File: src/rtl/msdap_ctrl_fsm.sv
// Top-level sequencing controller for the stereo filter datapath (SCLK domain).
// Drives memory clear, Rj/coefficient load, working/sleep and all memory strobes.
module msdap_ctrl_fsm #(
    parameter int RJ_COUNT    = 16,
    parameter int COEFF_COUNT = 512,
    parameter int DATA_DEPTH  = 256
) (
    input  logic                           SCLK,
    input  logic                           Reset_n,
    input  logic                           Start,
    input  logic                           FramePulse,
    input  logic [15:0]                    dataL,
    input  logic [15:0]                    dataR,
    input  logic                           all_zeros,
    input  logic                           compute_busy,
    output logic                           InReady,
    output logic [2:0]                     state,
    output logic                           rj_we,
    output logic [$clog2(RJ_COUNT)-1:0]    rj_addr,
    output logic                           coeff_we,
    output logic [$clog2(COEFF_COUNT)-1:0] coeff_addr,
    output logic                           data_we,
    output logic                           data_clr,
    output logic [$clog2(DATA_DEPTH)-1:0]  data_addr,
    output logic                           zd_enable,
    output logic                           zd_clear,
    output logic                           compute_start,
    output logic                           sleep,
    output logic                           overrun
);
    localparam int RW = $clog2(RJ_COUNT);
    localparam int CW = $clog2(COEFF_COUNT);
    localparam int DW = $clog2(DATA_DEPTH);
    localparam logic [RW-1:0] RJ_LAST    = RW'(RJ_COUNT - 1);
    localparam logic [CW-1:0] COEFF_LAST = CW'(COEFF_COUNT - 1);
    localparam logic [DW-1:0] DATA_LAST  = DW'(DATA_DEPTH - 1);

    typedef enum logic [2:0] {
        S_INIT       = 3'd0,
        S_READ_RJ    = 3'd1,
        S_READ_COEFF = 3'd2,
        S_WORKING    = 3'd3,
        S_SLEEP      = 3'd4
    } state_t;

    state_t st, st_nxt;

    logic          frm_wr, frm_wr_d;
    logic          rj_we_d, coeff_we_d, data_we_d, data_clr_d;
    logic          zd_enable_d, zd_clear_d, compute_start_d, overrun_d;
    logic          in_ready_d, sleep_d;
    logic [RW-1:0] rj_inc, rj_tgt, rj_addr_d;
    logic [CW-1:0] coeff_inc, coeff_tgt, coeff_addr_d;
    logic [DW-1:0] data_inc, data_addr_d;
    logic          nonzero;

    assign rj_inc    = (rj_addr == RJ_LAST) ? '0 : rj_addr + 1'b1;
    assign coeff_inc = (coeff_addr == COEFF_LAST) ? '0 : coeff_addr + 1'b1;
    assign data_inc  = (data_addr == DATA_LAST) ? '0 : data_addr + 1'b1;
    // Address the next frame lands on: a write still in flight has already claimed rj_addr
    assign rj_tgt    = rj_we ? rj_inc : rj_addr;
    assign coeff_tgt = coeff_we ? coeff_inc : coeff_addr;
    assign nonzero   = (dataL != 16'h0) || (dataR != 16'h0);

    assign state = st;

    always_ff @(posedge SCLK or negedge Reset_n) begin
        if (!Reset_n) st <= S_INIT;
        else          st <= st_nxt;
    end

    always_comb begin
        st_nxt = st;
        if (Start) begin
            st_nxt = S_INIT;
        end else begin
            case (st)
                S_INIT:       if (data_we && data_addr == DATA_LAST) st_nxt = S_READ_RJ;
                S_READ_RJ:    if (FramePulse && rj_tgt == RJ_LAST) st_nxt = S_READ_COEFF;
                S_READ_COEFF: if (FramePulse && coeff_tgt == COEFF_LAST) st_nxt = S_WORKING;
                S_WORKING:    if (!FramePulse && all_zeros && !compute_busy && !data_we && !compute_start)
                                  st_nxt = S_SLEEP;
                S_SLEEP:      if (FramePulse && nonzero) st_nxt = S_WORKING;
                default:      st_nxt = S_INIT;
            endcase
        end
    end

    always_comb begin
        rj_we_d         = 1'b0;
        coeff_we_d      = 1'b0;
        data_we_d       = 1'b0;
        data_clr_d      = 1'b0;
        zd_enable_d     = 1'b0;
        zd_clear_d      = 1'b0;
        compute_start_d = 1'b0;
        frm_wr_d        = 1'b0;
        overrun_d       = overrun;
        rj_addr_d       = rj_tgt;
        coeff_addr_d    = coeff_tgt;
        data_addr_d     = data_we ? data_inc : data_addr;
        if (Start) begin
            rj_addr_d    = '0;
            coeff_addr_d = '0;
            data_addr_d  = '0;
            overrun_d    = 1'b0;
            zd_clear_d   = 1'b1;
        end else begin
            // A frame written last cycle starts the engine only if it is idle right now
            compute_start_d = frm_wr && !compute_busy;
            if (frm_wr && compute_busy) overrun_d = 1'b1;
            case (st)
                S_INIT: begin
                    if (st_nxt == S_INIT) begin
                        data_we_d  = 1'b1;
                        data_clr_d = 1'b1;
                    end
                end
                S_READ_RJ: rj_we_d = FramePulse;
                S_READ_COEFF: begin
                    coeff_we_d = FramePulse;
                    zd_clear_d = (st_nxt == S_WORKING);
                end
                S_WORKING: begin
                    data_we_d   = FramePulse;
                    frm_wr_d    = FramePulse;
                    zd_enable_d = FramePulse;
                end
                S_SLEEP: begin
                    zd_enable_d = FramePulse;
                    if (st_nxt == S_WORKING) begin
                        data_we_d  = 1'b1;
                        frm_wr_d   = 1'b1;
                        zd_clear_d = 1'b1;
                    end
                end
                default: ;
            endcase
        end
        in_ready_d = (st_nxt != S_INIT);
        sleep_d    = (st_nxt == S_SLEEP);
    end

    // zd_clear comes out of reset high so the detector starts from a clean count
    always_ff @(posedge SCLK or negedge Reset_n) begin
        if (!Reset_n) begin
            InReady       <= 1'b0;
            rj_we         <= 1'b0;
            rj_addr       <= '0;
            coeff_we      <= 1'b0;
            coeff_addr    <= '0;
            data_we       <= 1'b0;
            data_clr      <= 1'b0;
            data_addr     <= '0;
            zd_enable     <= 1'b0;
            zd_clear      <= 1'b1;
            compute_start <= 1'b0;
            sleep         <= 1'b0;
            overrun       <= 1'b0;
            frm_wr        <= 1'b0;
        end else begin
            InReady       <= in_ready_d;
            rj_we         <= rj_we_d;
            rj_addr       <= rj_addr_d;
            coeff_we      <= coeff_we_d;
            coeff_addr    <= coeff_addr_d;
            data_we       <= data_we_d;
            data_clr      <= data_clr_d;
            data_addr     <= data_addr_d;
            zd_enable     <= zd_enable_d;
            zd_clear      <= zd_clear_d;
            compute_start <= compute_start_d;
            sleep         <= sleep_d;
            overrun       <= overrun_d;
            frm_wr        <= frm_wr_d;
        end
    end
endmodule

File: config.mk
export PLATFORM = sky130hd
export DESIGN_NAME = msdap_ctrl_fsm
export DESIGN_NICKNAME = d
export VERILOG_FILES = /design/src/rtl/msdap_ctrl_fsm.sv
export SDC_FILE = /design/constraint.sdc
export NUM_CORES = 1
export LEC_CHECK = 0
export CAP_MARGIN = 30
export CORE_MARGIN = 1.5
export CORE_UTILIZATION = 35
export DETAILED_ROUTE_END_ITERATION = 6
export GPL_TIMING_DRIVEN = 0
export PLACE_DENSITY = 0.72
export SLEW_MARGIN = 30
export SYNTH_ARGS = -nofsm -noshare
export SYNTH_HDL_FRONTEND = slang
export SYNTH_SLANG_ARGS = --single-unit
File: constraint.sdc
create_clock -name SCLK -period 5.8 [get_ports SCLK]
set_input_delay 1.45 -clock SCLK [delete_from_list [all_inputs] [get_ports SCLK]]
set_output_delay 1.45 -clock SCLK [all_outputs]
set_load 0.01 [all_outputs]
==> results of run 1 <==
-- registers in the layout, summed over array words and instances (netlist names) --
name           count
data_addr          8
state              3
zd_clear           1
zd_enable          1
rj_we              1
coeff_we           1
InReady            1
coeff_addr         9
rj_addr            4
sleep              1
overrun            1
data_clr           1
frm_wr             1
compute_start      1
data_we            1
-- cells by family after synthesis --
kind of cell | Yosys count | synth area share
fa+ha+maj | 4 | 0.0263
flops | 35 | 0.461
simple gates | 95 | 0.273
buf+inv | 11 | 0.0375
xor+xnor | 11 | 0.0506
compound gates | 35 | 0.130
mux | 4 | 0.0217
-- metal layers --
metal | wire length (um) | up-vias
li1 | - | 864
met1 | 2170 | 801
met2 | 2270 | 34
met3 | 194 | 4
met4 | 36 | 0
met5 | 0 | -
-- worst max-delay path by stage --
stage / start / to / cells after the start
3_5_place_dp: FramePulse / InReady$_DFF_PN0_ / 6
5_1_grt: FramePulse / InReady$_DFF_PN0_ / 6
3_3_place_gp: FramePulse / InReady$_DFF_PN0_ / 6
2_1_floorplan: dataR[8] / InReady$_DFF_PN0_ / 6
6_report: FramePulse / InReady$_DFF_PN0_ / 6
4_1_cts: FramePulse / InReady$_DFF_PN0_ / 6
-- worst max-delay path, cell delays in order --
cell,delay [ns]
clkdlybuf4s50_1,0.53
nor4_1,0.55
o22ai_1,0.19
o21ai_2,0.16
o211ai_2,0.10
or3b_1,0.38
-- through the flow --
| step | instance area, um^2 | hold slack (ns) |
|---|---|---|
| after floorplan | 1900 | 0.478 |
| after global placement | 2690 | 0.492 |
| after detailed placement | 2710 | 0.491 |
| after CTS | 2800 | 0.509 |
| after global routing | 2800 | 0.523 |
| final | 2800 | 0.509 |
-- Yosys cell counts, types with 2 or more instances --
cell,instances
nand2_1,17
a21oi_1,13
inv_1,4
o21ai_0,6
nand3b_1,2
clkbuf_8,2
nor2_1,28
and3_1,3
o31ai_1,2
xnor2_1,3
ha_1,4
or3_1,2
nor4b_1,3
dfrtp_1,34
nand2b_1,2
nor3_1,3
nor2b_1,3
nor4_1,9
nand3_1,5
nor3b_1,2
clkbuf_1,2
nand4_1,7
mux2i_1,3
xor2_1,8
or2_2,2
-- power by group through the flow --
stage                     sequential (mW)  clock, mW  combinational (mW)
after floorplan                     0.254          0             0.00984
after global placement              0.254          0              0.0470
after detailed placement            0.253          0              0.0500
after CTS                           0.249      0.182              0.0502
after global routing                0.249      0.191              0.0543
final                               0.249      0.180              0.0494
-- final cells by class --
cell class	instances	area (um^2)	area share
multi-input cells	149	955	0.341
clock inverters	1	5.00	0.00179
inverters	4	15.0	0.00536
clock buffers	6	82.6	0.0295
repair buffers	71	723	0.258
flip-flops and latches	35	877	0.313
plain buffers	7	56.3	0.0201
well taps	70	87.6	0.0313
==> impl_metrics.csv, run 1 <==
group,metric,value,unit
floorplanning,start_util,0.368,
yosys,synth_top_cell_area_share,0.447,
sta,fmax,0.313,GHz
yosys,synthesis.nets,237,
sta,finalSetupViolCount,0,
drt,wirelength,4670,um
yosys,yosysWarnings,0,
pwr,p_comb_frac,0.103,
place,gp_congestion,0.795,
setup_path,worstSetupPathType,"input pin to register",
setup_path,worstReg2RegStart,"coeff_addr[0]$_DFF_PN0_",
grt,grt_pass1_vias,1740,
setup_path,reg2reg_depth,10,
place,numPlacedInstances,336,
grt,grt_usage,0.172,
pwr,power_per_cell_area,171,mW/mm^2
setup_path,cp_max_fo,6,
floorplanning,die_area,0.00589,mm^2
grt,antenna_found_initial,0,
yosys,synthTopCellsByArea,"dfrtp_1 45%, nor2_1 5.5%, xor2_1 3.7%",
layout,fin_nets,315,
drt,vias_per_cell,4.97,
layout,final_cell_mix,"69 x clkdlybuf4s50_1, 34 x dfrtp_1, 28 x nor2_1",
grt,grt_pass1_wl,8050,um
drt,drtIter0Drc,60,
setup_path,cp.arrival,3.36,ns
pwr,power_switching,107,uW
pwr,clkPwrFrac,0.376,
cts,clk_pin_slew,0.07,ns
yosys,ys_seq_area_frac,0.461,
min_path,hp-start,"overrun$_DFFE_PN0P_",
cts,cts_buffers,5,
yosys,synth_edf_count,0,
min_path,holdPathStages,2,
place,hpwl,3560,um
yosys,synth.avg_cell_area,9.76,um^2
sta,fin_crit,3.19,ns
yosys,yosys.area.top_type,"dfrtp_1",
grt,grt_overflow,0,
sta,timing.slew.headroom,0.643,
pwr,power_leakage,1.16,nW
layout,area.growth.synth_to_final,47.2,%
sta,fin_skew,0.00345,ns
floorplanning,core.rowCount,26,
pwr,switching_share,0.224,
layout,fin_util,0.542,
cts,clk_latency,0.29,ns
yosys,ys_types,51,
sta,fin_crit_sh,0.550,
min_path,hold_class,"register to register",
yosys,synth-main-ff-cell,"dfrtp_1",
setup_path,worstSetupStartpointType,"input pin",
place,post-place-ws,2.30,ns
place,numPortBuffers,70,
sta,rsz0062_at_grt,"no",
layout,diodes,0,
layout,fillers,491,
sta,timing.final.ws_setup,2.61,ns
layout,finalNonFillerCells,343,
grt,grt.met3_usage,0.0417,
run_status,status,"finished clean",
sta,maxSlewViolCount,0,
pwr,ir_drop,0.120,mV
cts,cts_setup_buffers,0,
floorplanning,die_h,76.7,um
cts,clockRootBuffer,"clkbuf_8",
floorplanning,core,0.00517,mm^2
setup_path,rr_endpoint,"InReady$_DFF_PN0_",
cts,holdBufCountCts,0,
grt,grt_max_degree,21,
job,maxCapViolCount,0,
pwr,total_power,478,uW
setup_path,r2r_slack,3.18,ns
setup_path,cp_data_required_time,5.97,ns
drt,firstDrtPassIters,4,
drt,antenna_left,0,
grt,grtUsageMet2,0.281,
yosys,synthArstFlopShare,1.00,
cts,cts_tree,"built",
floorplanning,fp.dieW,76.7,um
yosys,ys_ff_latch,35,
sta,tightest_slew,0.531,ns
drt,drc,0,
cts,cts-resized-gates,0,
yosys,netlist_area,0.00190,mm^2
pwr,p_seq_frac,0.521,
cts,htreeDepth,2,
sta,totalNegativeSetupSlack,0,ns
floorplanning,num_io_pins,72,
layout,drive_gt1_frac,0.0989,
cts,cts.sinks,35,
grt,grt.busiest_layer,"met2",
pwr,p_int,371,uW
cts,clock_path_buffers,2,
drt,vias,1703,
layout,final_common_cell,"clkdlybuf4s50_1",
grt,grt_use_met1,0.217,
sta,finalHoldViolations,0,
yosys,synthCells,195,
min_path,hold_end,"overrun$_DFFE_PN0P_",
drt,wl_per_cell,13.6,um
setup_path,setup.worst_path.end_class,"register",
(Power assumes the default switching activity.)
==> run 2: changes to the inputs <==
--- a/config.mk
+++ b/config.mk
@@ -10,7 +10,7 @@
 export CORE_UTILIZATION = 35
 export DETAILED_ROUTE_END_ITERATION = 6
 export GPL_TIMING_DRIVEN = 0
-export PLACE_DENSITY = 0.72
+export PLACE_DENSITY = 0.74
 export SLEW_MARGIN = 30
 export SYNTH_ARGS = -nofsm -noshare
 export SYNTH_HDL_FRONTEND = slang
==> constraint.sdc (replaced) <==
create_clock -name SCLK -period 2.86 [get_ports SCLK]
set_input_delay 0.715 -clock SCLK [delete_from_list [all_inputs] [get_ports SCLK]]
set_output_delay 0.715 -clock SCLK [all_outputs]
set_load 0.01 [all_outputs]
==> run 2 against run 1 <==
Against the previous run: routed wire length grew 2.3%; critical path depth grew 4; non-clock buffer count is the same; sequential share of layout area shrank 0.14 points; cell count grew 0.29%; setup slack lost 2.4 ns; die area is the same; clock-buffer cell count grew 2; combinational power grew 100%; critical path type is now register to register; largest cell class unchanged.
==> impl_metrics.csv, run 2 (same netlist as run 1, synthesis figures left out) <==
group,metric,value,unit
run_status,status,"finished clean",
setup_path,worstReg2RegStart,"coeff_addr[0]$_DFF_PN0_",
layout,largest_reg_flops,9,
pwr,p_seq_frac,0.506,
pwr,switching_share,0.215,
job,maxCapViolCount,0,
sta,timing.slew.headroom,0.614,
grt,grt.met3_usage,0.0381,
grt,antenna_found_initial,0,
floorplanning,start_util,0.368,
cts,clockRootBuffer,"clkbuf_8",
grt,grt.busiest_layer,"met2",
cts,cts-resized-gates,0,
drt,wirelength,4780,um
cts,clk_latency,0.28,ns
layout,regMostFlops,"coeff_addr",
setup_path,worstSetupPathType,"register to register",
layout,fin_nets,315,
setup_path,reg2reg_depth,10,
cts,clock_path_buffers,2,
setup_path,worstSetupStartpointType,"register",
drt,drc,0,
pwr,p_comb_frac,0.100,
pwr,ir_drop,0.293,mV
cts,cts_tree,"built",
sta,finalSetupViolCount,0,
sta,hold_slack,0.352,ns
sta,fin_skew,0.00392,ns
setup_path,r2r_slack,0.22,ns
layout,area.growth.synth_to_final,47.9,%
drt,vias,1743,
cts,cts_setup_buffers,0,
cts,htreeDepth,2,
layout,final_cell_mix,"69 x clkdlybuf4s50_1, 34 x dfrtp_1, 28 x nor2_1",
grt,grt_overflow,0,
drt,drtIter0Drc,96,
sta,finalHoldViolations,0,
grt,grt_pass1_vias,1749,
sta,maxSlewViolCount,0,
place,numPortBuffers,70,
sta,fin_crit,2.64,ns
setup_path,path_common_cell,"ha_1",
setup_path,cp_max_fo,6,
layout,fin_area,0.00281,mm^2
setup_path,cp_slowest_cell,"dfrtp_1",
sta,timing.final.ws_setup,0.225,ns
pwr,power_leakage,1.16,nW
cts,cts_buffers,5,
grt,grt_max_degree,21,
floorplanning,num_io_pins,72,
pwr,clkPwrFrac,0.394,
cts,clk_pin_slew,0.07,ns
floorplanning,die_area,0.00589,mm^2
sta,fin_crit_sh,0.921,
setup_path,rr_endpoint,"InReady$_DFF_PN0_",
sta,tightest_slew,0.578,ns
pwr,power_switching,214,uW
setup_path,slowest_delay,0.48,ns
layout,fillers,471,
sta,rsz0062_at_grt,"no",
grt,grt_usage,0.177,
floorplanning,core,0.00517,mm^2
place,hpwl,3620,um
setup_path,cp_data_required_time,3.02,ns
setup_path,cp.arrival,2.79,ns
place,post-place-ws,0.0764,ns
pwr,power_per_cell_area,354,mW/mm^2
setup_path,crit_chain,"ha_1 -> nand3_1 -> nor2_1 -> ha_1 -> and2b_2 -> a22oi_1 -> nor3_4 -> o311ai_4 -> o211ai_2 -> or3b_1",
place,numPlacedInstances,336,
drt,antenna_left,0,
floorplanning,fp.dieW,76.7,um
setup_path,setup.worst_path.end_class,"register",
layout,drive_gt1_frac,0.0985,
drt,firstDrtPassIters,4,
grt,grt_pass1_wl,8400,um
cts,holdBufCountCts,0,
layout,final_common_cell,"clkdlybuf4s50_1",
grt,grtUsageMet2,0.303,
sta,totalNegativeSetupSlack,0,ns
layout,reg_top3,"coeff_addr: 9 flops, data_addr: 8 flops, rj_addr: 4 flops",
sta,fmax,0.379,GHz
pwr,p_int,783,uW
place,placed_area,0.00271,mm^2
min_path,hold_class,"input pin to asynchronous set/reset pin",
layout,diodes,0,
drt,wl_per_cell,13.9,um
cts,cts.sinks,35,
place,gp_congestion,0.866,
drt,vias_per_cell,5.07,
layout,finalNonFillerCells,344,
grt,grt_use_met1,0.222,
floorplanning,core.rowCount,26,
floorplanning,die_h,76.7,um
run 2: cell count changes in the layout (fill, tap and decap cells not counted):
| cell | change |
|---|---|
| clkinv_2 | -1 |
| clkbuf_1 | +1 |
| clkbuf_8 | +1 |
run 2: power by group through the flow:
stage               Sequential, mW  Combinational (mW)  Clock [mW]
floorplan                    0.515              0.0200           0
global placement             0.514              0.0960           0
detailed placement           0.514               0.101           0
CTS                          0.505               0.102       0.403
global route                 0.505               0.109       0.436
finish                       0.505               0.100       0.393
run 2: per-stage QoR:
stage / utilization / power (mW)
after floorplan: - / 0.535
after global placement: 0.520 / 0.610
after detailed placement: 0.525 / 0.615
after CTS: 0.544 / 1.01
after global routing: 0.544 / 1.05
final: 0.544 / 0.998
run 2: critical path, delay by kind of cell, from the launching register on:
family                   cells  cell delay, ns
flip-flops                   1            0.48
adder cells (fa/ha/maj)      2            0.53
AND/OR/NAND/NOR              5            0.98
AO/OA/AOI/OAI                3            0.53
run 2: cell type report:
type,count,area (um^2),share of cell area
flip-flops and latches,35,877,0.312
inverters,4,15.0,0.00534
clock buffers,8,100,0.0356
well taps,70,87.6,0.0311
repair buffers,71,723,0.257
multi-input cells,149,955,0.339
plain buffers,7,56.3,0.0200
run 2: per-layer routing:
| metal | wire [um] | vias up | share of wire |
|---|---|---|---|
| li1 | - | 855 | - |
| met1 | 2120 | 835 | 0.44 |
| met2 | 2370 | 45 | 0.50 |
| met3 | 231 | 8 | 0.048 |
| met4 | 55 | 0 | 0.012 |
| met5 | 0 | - | 0 |
run 2: worst max-delay path by stage:
stage | startpoint | to | cells past startpoint
floorplan | coeff_addr[0]$_DFF_PN0_ | InReady$_DFF_PN0_ | 10
global placement | FramePulse | InReady$_DFF_PN0_ | 6
detailed placement | FramePulse | InReady$_DFF_PN0_ | 7
CTS | coeff_addr[0]$_DFF_PN0_ | InReady$_DFF_PN0_ | 10
global route | coeff_addr[0]$_DFF_PN0_ | InReady$_DFF_PN0_ | 10
finish | coeff_addr[0]$_DFF_PN0_ | InReady$_DFF_PN0_ | 10
==> run 3: changes to the inputs <==
--- a/config.mk
+++ b/config.mk
@@ -5,7 +5,7 @@
 export SDC_FILE = /design/constraint.sdc
 export NUM_CORES = 1
 export LEC_CHECK = 0
-export CAP_MARGIN = 30
+export CAP_MARGIN = 20
 export CORE_MARGIN = 1.5
 export CORE_UTILIZATION = 35
 export DETAILED_ROUTE_END_ITERATION = 6
==> results of run 3 <==
No change in the layout: final DEF, timing and power equal those of run 2.
==> RTL change 1: new RTL, flow settings as in run 2 <==
Put one more register stage on the output `overrun`, with the module's reset. The value now appears one clock later. The other outputs are not delayed to match.
--- a/src/rtl/msdap_ctrl_fsm.sv
+++ b/src/rtl/msdap_ctrl_fsm.sv
@@ -42,6 +42,8 @@
         S_WORKING    = 3'd3,
         S_SLEEP      = 3'd4
     } state_t;
+
+    logic overrun_s0;
 
     state_t st, st_nxt;
 
@@ -95,7 +97,7 @@
         zd_clear_d      = 1'b0;
         compute_start_d = 1'b0;
         frm_wr_d        = 1'b0;
-        overrun_d       = overrun;
+        overrun_d       = overrun_s0;
         rj_addr_d       = rj_tgt;
         coeff_addr_d    = coeff_tgt;
         data_addr_d     = data_we ? data_inc : data_addr;
@@ -156,7 +158,7 @@
             zd_clear      <= 1'b1;
             compute_start <= 1'b0;
             sleep         <= 1'b0;
-            overrun       <= 1'b0;
+            overrun_s0    <= 1'b0;
             frm_wr        <= 1'b0;
         end else begin
             InReady       <= in_ready_d;
@@ -171,9 +173,17 @@
             zd_clear      <= zd_clear_d;
             compute_start <= compute_start_d;
             sleep         <= sleep_d;
-            overrun       <= overrun_d;
+            overrun_s0    <= overrun_d;
             frm_wr        <= frm_wr_d;
         end
     end
+    always_ff @(posedge SCLK or negedge Reset_n) begin
+        if (!Reset_n) begin
+            overrun <= '0;
+        end else begin
+            overrun <= overrun_s0;
+        end
+    end
+
 endmodule
 
Check against the original RTL: no difference found for any inputs over 10 cycles, from zero or initial values and one cycle with Reset_n low; that may be too few to reach the edited logic, so the function may still have changed.
==> RTL change 1 against run 2 <==
Non-clock buffer count unchanged; synthesized area increased by 1.3%; final area increased by 0.89%; core utilization increased by 0.14 points; power increased by 2.3%; worst hold slack got worse by 0.028 ns; setup slack improved by 0.022 ns; wire length decreased by 0.54%; die area increased by 1.3%; sequential cell count increased by 1; sequential share of layout area increased by 0.61 points.
==> RTL change 1: results (changes against run 2) <==
GRT:
- The global routing met1 resource utilization is 0.219 (-0.00340).
- The largest net degree at the start of global routing is 25 (+19%).
- The overall global routing resource usage is 0.170 (-0.00734).
- The met3 routing resource usage after global routing was 0.0310 (-0.00714).

Worst setup path:
- The arrival time of data at the critical path endpoint is 2.78 ns (about the same).

Placed design:
- The instance count after placement with tap cells included is 337 (+0.30%).
- The post-placement worst setup slack is 0.127 ns (+0.0511 ns).

Synthesis:
- Sorting the synthesized cells by how often they occur yields 35 x sky130_fd_sc_hd__dfrtp_1, 28 x sky130_fd_sc_hd__nor2_1, 17 x sky130_fd_sc_hd__nand2_1.
- The post-synthesis sequential area ratio is 0.468 (+0.00700).
- The synthesized netlist cell count is 196 (+0.51%).
- Yosys attributes the largest share of cell area to sky130_fd_sc_hd__dfrtp_1 45%, sky130_fd_sc_hd__nor2_1 5.5%, sky130_fd_sc_hd__xor2_1 3.6%, sky130_fd_sc_hd__a21oi_1 3.4%, sky130_fd_sc_hd__nand2_1 3.3%.

Route:
- The amount of wire on met2 after detailed routing is 2.40 mm (+1.1%).
- The post-detailed-route wirelength per cell came to 13.8 µm (-0.83%).
- The vias per cell was 5.05 (-0.29%).
- The count of routing violations after the opening detailed-route iteration is 82 (-15%).
- The met3 wire length is 208 µm (-10%).
- The post-route met1 wirelength was 2.10 mm (-0.85%).

Layout:
- The sequential share of cell area is 0.318 (+0.00607).
- The proportion of final cell area spent on non-clock buffers was 0.275 (-0.00244).
- The count of non-filler cells in the finished layout is 345 (+0.29%).
- The number of filler cells placed in the layout is 480 (+1.9%).
- The clock-cell share of area is 0.0353 (-0.000313).

Power and ir drop:
- The proportion of total power due to net switching is 0.219 (+0.00374).
- The cell leakage power was 1.18 nW (+1.2%).
- The part of the total power dissipated in the clock network is 0.393 (about the same).
- The peak supply drop is 0.218 mV (-25%).

STA:
- The final hold slack is 0.323 ns (-0.0283 ns).
- The clock skew is 0.00705 ns (+0.00312 ns).
- The worst relative slew slack is 0.635 (+0.0203).
- The peak clock frequency supported by timing is 0.383 GHz (+0.83%).

Floorplan:
- The die area is 0.00596 mm² (+1.3%).

Status:
- The run finished with clean final reports.
RTL change 1: cell types whose count changed in the layout (fill, tap and decap cells not counted):
cell / before / now
sky130_fd_sc_hd__dfrtp_1: 34 / 35
RTL change 1: worst max-delay path by stage:
stage	slack (ns)	start	depth (start not counted)	end
2_1_floorplan	0.52	coeff_addr[0]$_DFF_PN0_	10	InReady$_DFF_PN0_
3_3_place_gp	0.13	FramePulse	7	InReady$_DFF_PN0_
3_5_place_dp	0.13	FramePulse	7	InReady$_DFF_PN0_
4_1_cts	0.24	coeff_addr[0]$_DFF_PN0_	10	InReady$_DFF_PN0_
5_1_grt	0.09	coeff_addr[0]$_DFF_PN0_	10	InReady$_DFF_PN0_
6_report	0.25	coeff_addr[0]$_DFF_PN0_	10	InReady$_DFF_PN0_
RTL change 1: critical path: stages (launching register included):
cell and delay, ns:
sky130_fd_sc_hd__dfrtp_1 0.48, sky130_fd_sc_hd__ha_1 0.28, sky130_fd_sc_hd__nand3_1 0.10, sky130_fd_sc_hd__nor2_1 0.11, sky130_fd_sc_hd__ha_1 0.24, sky130_fd_sc_hd__and2b_2 0.28
sky130_fd_sc_hd__a22oi_1 0.31, sky130_fd_sc_hd__nor3_4 0.09, sky130_fd_sc_hd__o311ai_4 0.09, sky130_fd_sc_hd__o211ai_2 0.13, sky130_fd_sc_hd__or3b_1 0.40
RTL change 1: cells by family after synthesis:
logic type	share of synthesized area
simple gates	0.269
xor+xnor	0.0500
mux	0.0214
compound gates	0.128
buf+inv	0.0370
fa+ha+maj	0.0260
flops	0.468
RTL change 1: metrics by stage:
step,area (µm²),power [mW]
2_1_floorplan,1930,0.550
3_3_place_gp,2720,0.625
3_5_place_dp,2740,0.630
4_1_cts,2840,1.03
5_1_grt,2840,1.06
6_report,2840,1.02
==> RTL change 2: new RTL, config.mk and constraints of run 2 <==
Without the edit above. The parameter `DATA_DEPTH` goes from 256 to 1024.
--- a/src/rtl/msdap_ctrl_fsm.sv
+++ b/src/rtl/msdap_ctrl_fsm.sv
@@ -3,7 +3,7 @@
 module msdap_ctrl_fsm #(
     parameter int RJ_COUNT    = 16,
     parameter int COEFF_COUNT = 512,
-    parameter int DATA_DEPTH  = 256
+    parameter int DATA_DEPTH  = 1024
 ) (
     input  logic                           SCLK,
     input  logic                           Reset_n,
Ports: changed (resized data_addr); port bits go from 72 to 74. No check against the original RTL was run, so the function may have changed too.
==> RTL change 2 against run 2 <==
Clock skew grew 0.0044 ns; power grew 8.5%; fmax grew 4.1%; final area grew 5.8%; wire length grew 5.7%; setup slack gained 0.10 ns; sequential cell count grew 2; synthesized area grew 6.9%; die area grew 6.6%; critical path type unchanged.
==> RTL change 2: results (changes against run 2) <==
Status:
- The flow ran to the end, and the final reports show no timing, DRC or antenna violations.

Layout:
- The largest registers in the layout are data_addr (10), coeff_addr (9), rj_addr (4).
- The flip-flop count of the largest register, all copies and words added was 10 (+1).
- The number of filler cells placed in the layout is 529 (+12%).
- The number of nets in the finished design is 344 (+9.2%).
- The count of non-filler cells in the finished layout was 375 (+9.0%).
- The register cell area after layout is 927 µm² (+5.7%).
- The proportion of layout cells with a drive suffix above 1 was 0.0627 (-0.0358).

STA:
- The clock period minus worst slack came to 2.53 ns (-0.105 ns).
- The final hold slack is 0.276 ns (-0.0752 ns).
- The worst relative slew slack is 0.506 (-0.108).
- The clock skew is 0.00833 ns (+0.00440 ns).

GRT:
- The largest net degree at the start of global routing is 29 (+38%).
- The global-route wire length before repair is 8.69 mm (+3.4%).
- The overall global routing resource usage came to 0.177 (about the same).
- The number of global-route vias before repair is 1,897 (+8.5%).

Synthesis:
- The post-synthesis sequential area ratio is 0.456 (-0.00516).
- The synthesized netlist cell count is 221 (+13%).
- Ranked by total cell area, the synthesized netlist is headed by sky130_fd_sc_hd__dfrtp_1 44%, sky130_fd_sc_hd__nand2_1 4.4%, sky130_fd_sc_hd__nor2_1 4.4%, sky130_fd_sc_hd__a21oi_1 4.2%, sky130_fd_sc_hd__nor4_1 3.4%.
- The count of yosys warnings during synthesis is 0 (unchanged).
- The count of cell types in the netlist is 47 (-7.8%).
- The commonest cells after synthesis are 36 x sky130_fd_sc_hd__dfrtp_1, 24 x sky130_fd_sc_hd__nand2_1, 24 x sky130_fd_sc_hd__nor2_1.
- The net count after synthesis is 263 (+11%).

Placed design:
- The instance count after placement with tap cells included was 367 (+9.2%).
- The number of I/O port buffers is 73 (+4.3%).
- The routability congestion estimate from global placement came to 0.861 (-0.66%).
- The post-placement worst setup slack is 0.183 ns (+0.106 ns).
- The detailed placement HPWL was 3.94 mm (+8.7%).
- The placed standard-cell area came to 0.00287 mm² (+5.8%).

Worst setup path:
- The length in cells of the worst reg-to-reg path came to 9 (-1).
- The source of the worst register-to-register timing path is coeff_addr[0]$_DFF_PN0_.
- The arrival time of data at the critical path endpoint is 2.74 ns (-0.05 ns).
- The peak fanout along the critical path is 6 (unchanged).
- The critical path's largest stage delay came to 0.45 ns (-0.03 ns).
- Among cell families on the critical path, the largest total delay comes from compound AO/OA/AOI/OAI gates.
- The slack of the worst reg-to-reg path is 0.33 ns (+0.10 ns).

CTS:
- The insertion delay of the later-clocked pin in the worst-skew pair is 0.30 ns (+0.02 ns).

Route:
- The post-detailed-route wirelength per cell is 13.5 µm (-3.0%).
- The count of routing violations after the opening detailed-route iteration came to 108 (+13%).
- The count of vias placed by the detailed router is 2,033 (+17%).

Power and ir drop:
- The cell leakage power is 1.21 nW (+3.7%).
- The peak supply drop came to 0.167 mV (-43%).
-- RTL change 2: cell types whose count changed after synthesis, moves of 3 or more --
cell / change
sky130_fd_sc_hd__a21oi_1: +4
sky130_fd_sc_hd__nand2_1: +7
sky130_fd_sc_hd__nand2b_1: +4
sky130_fd_sc_hd__nand3_1: +5
sky130_fd_sc_hd__nand4_1: -3
sky130_fd_sc_hd__nor2_1: -4
sky130_fd_sc_hd__nor3_1: +4
sky130_fd_sc_hd__o21ai_0: +6
sky130_fd_sc_hd__or3_1: +5
-- RTL change 2: area by class of cell --
| type | count | share of cell area |
|---|---|---|
| Multi-Input combinational cell | 175 | 0.359 |
| Sequential cell | 37 | 0.311 |
| Timing Repair Buffer | 74 | 0.250 |
| Tap cell | 72 | 0.0303 |
| Clock buffer | 6 | 0.0244 |
| Clock inverter | 2 | 0.0118 |
| Buffer | 5 | 0.00798 |
| Inverter | 4 | 0.00504 |
-- RTL change 2: kinds of logic after synthesis --
kind of cell | count (synthesis) | synth area share
AND/OR/NAND/NOR | 116 | 0.313
AO/OA/AOI/OAI | 45 | 0.143
flip-flops | 37 | 0.456
buffers and inverters | 9 | 0.0191
XOR/XNOR | 8 | 0.0344
adder cells (fa/ha/maj) | 4 | 0.0246
multiplexers | 2 | 0.00984
-- RTL change 2: power by group --
group	internal, mW	switching (mW)
Sequential	0.528	0.00461
Clock	0.259	0.189
Combinational	0.0610	0.0401
Total	0.848	0.234
-- RTL change 2: routing by layer --
layer | vias to the layer above | global-route usage | share of wire
met5 | - | 0 | 0
met3 | 7 | 0.0540 | 0.086
met1 | 969 | 0.223 | 0.43
li1 | 973 | - | -
met4 | 0 | 0.0737 | 0.018
met2 | 84 | 0.281 | 0.47
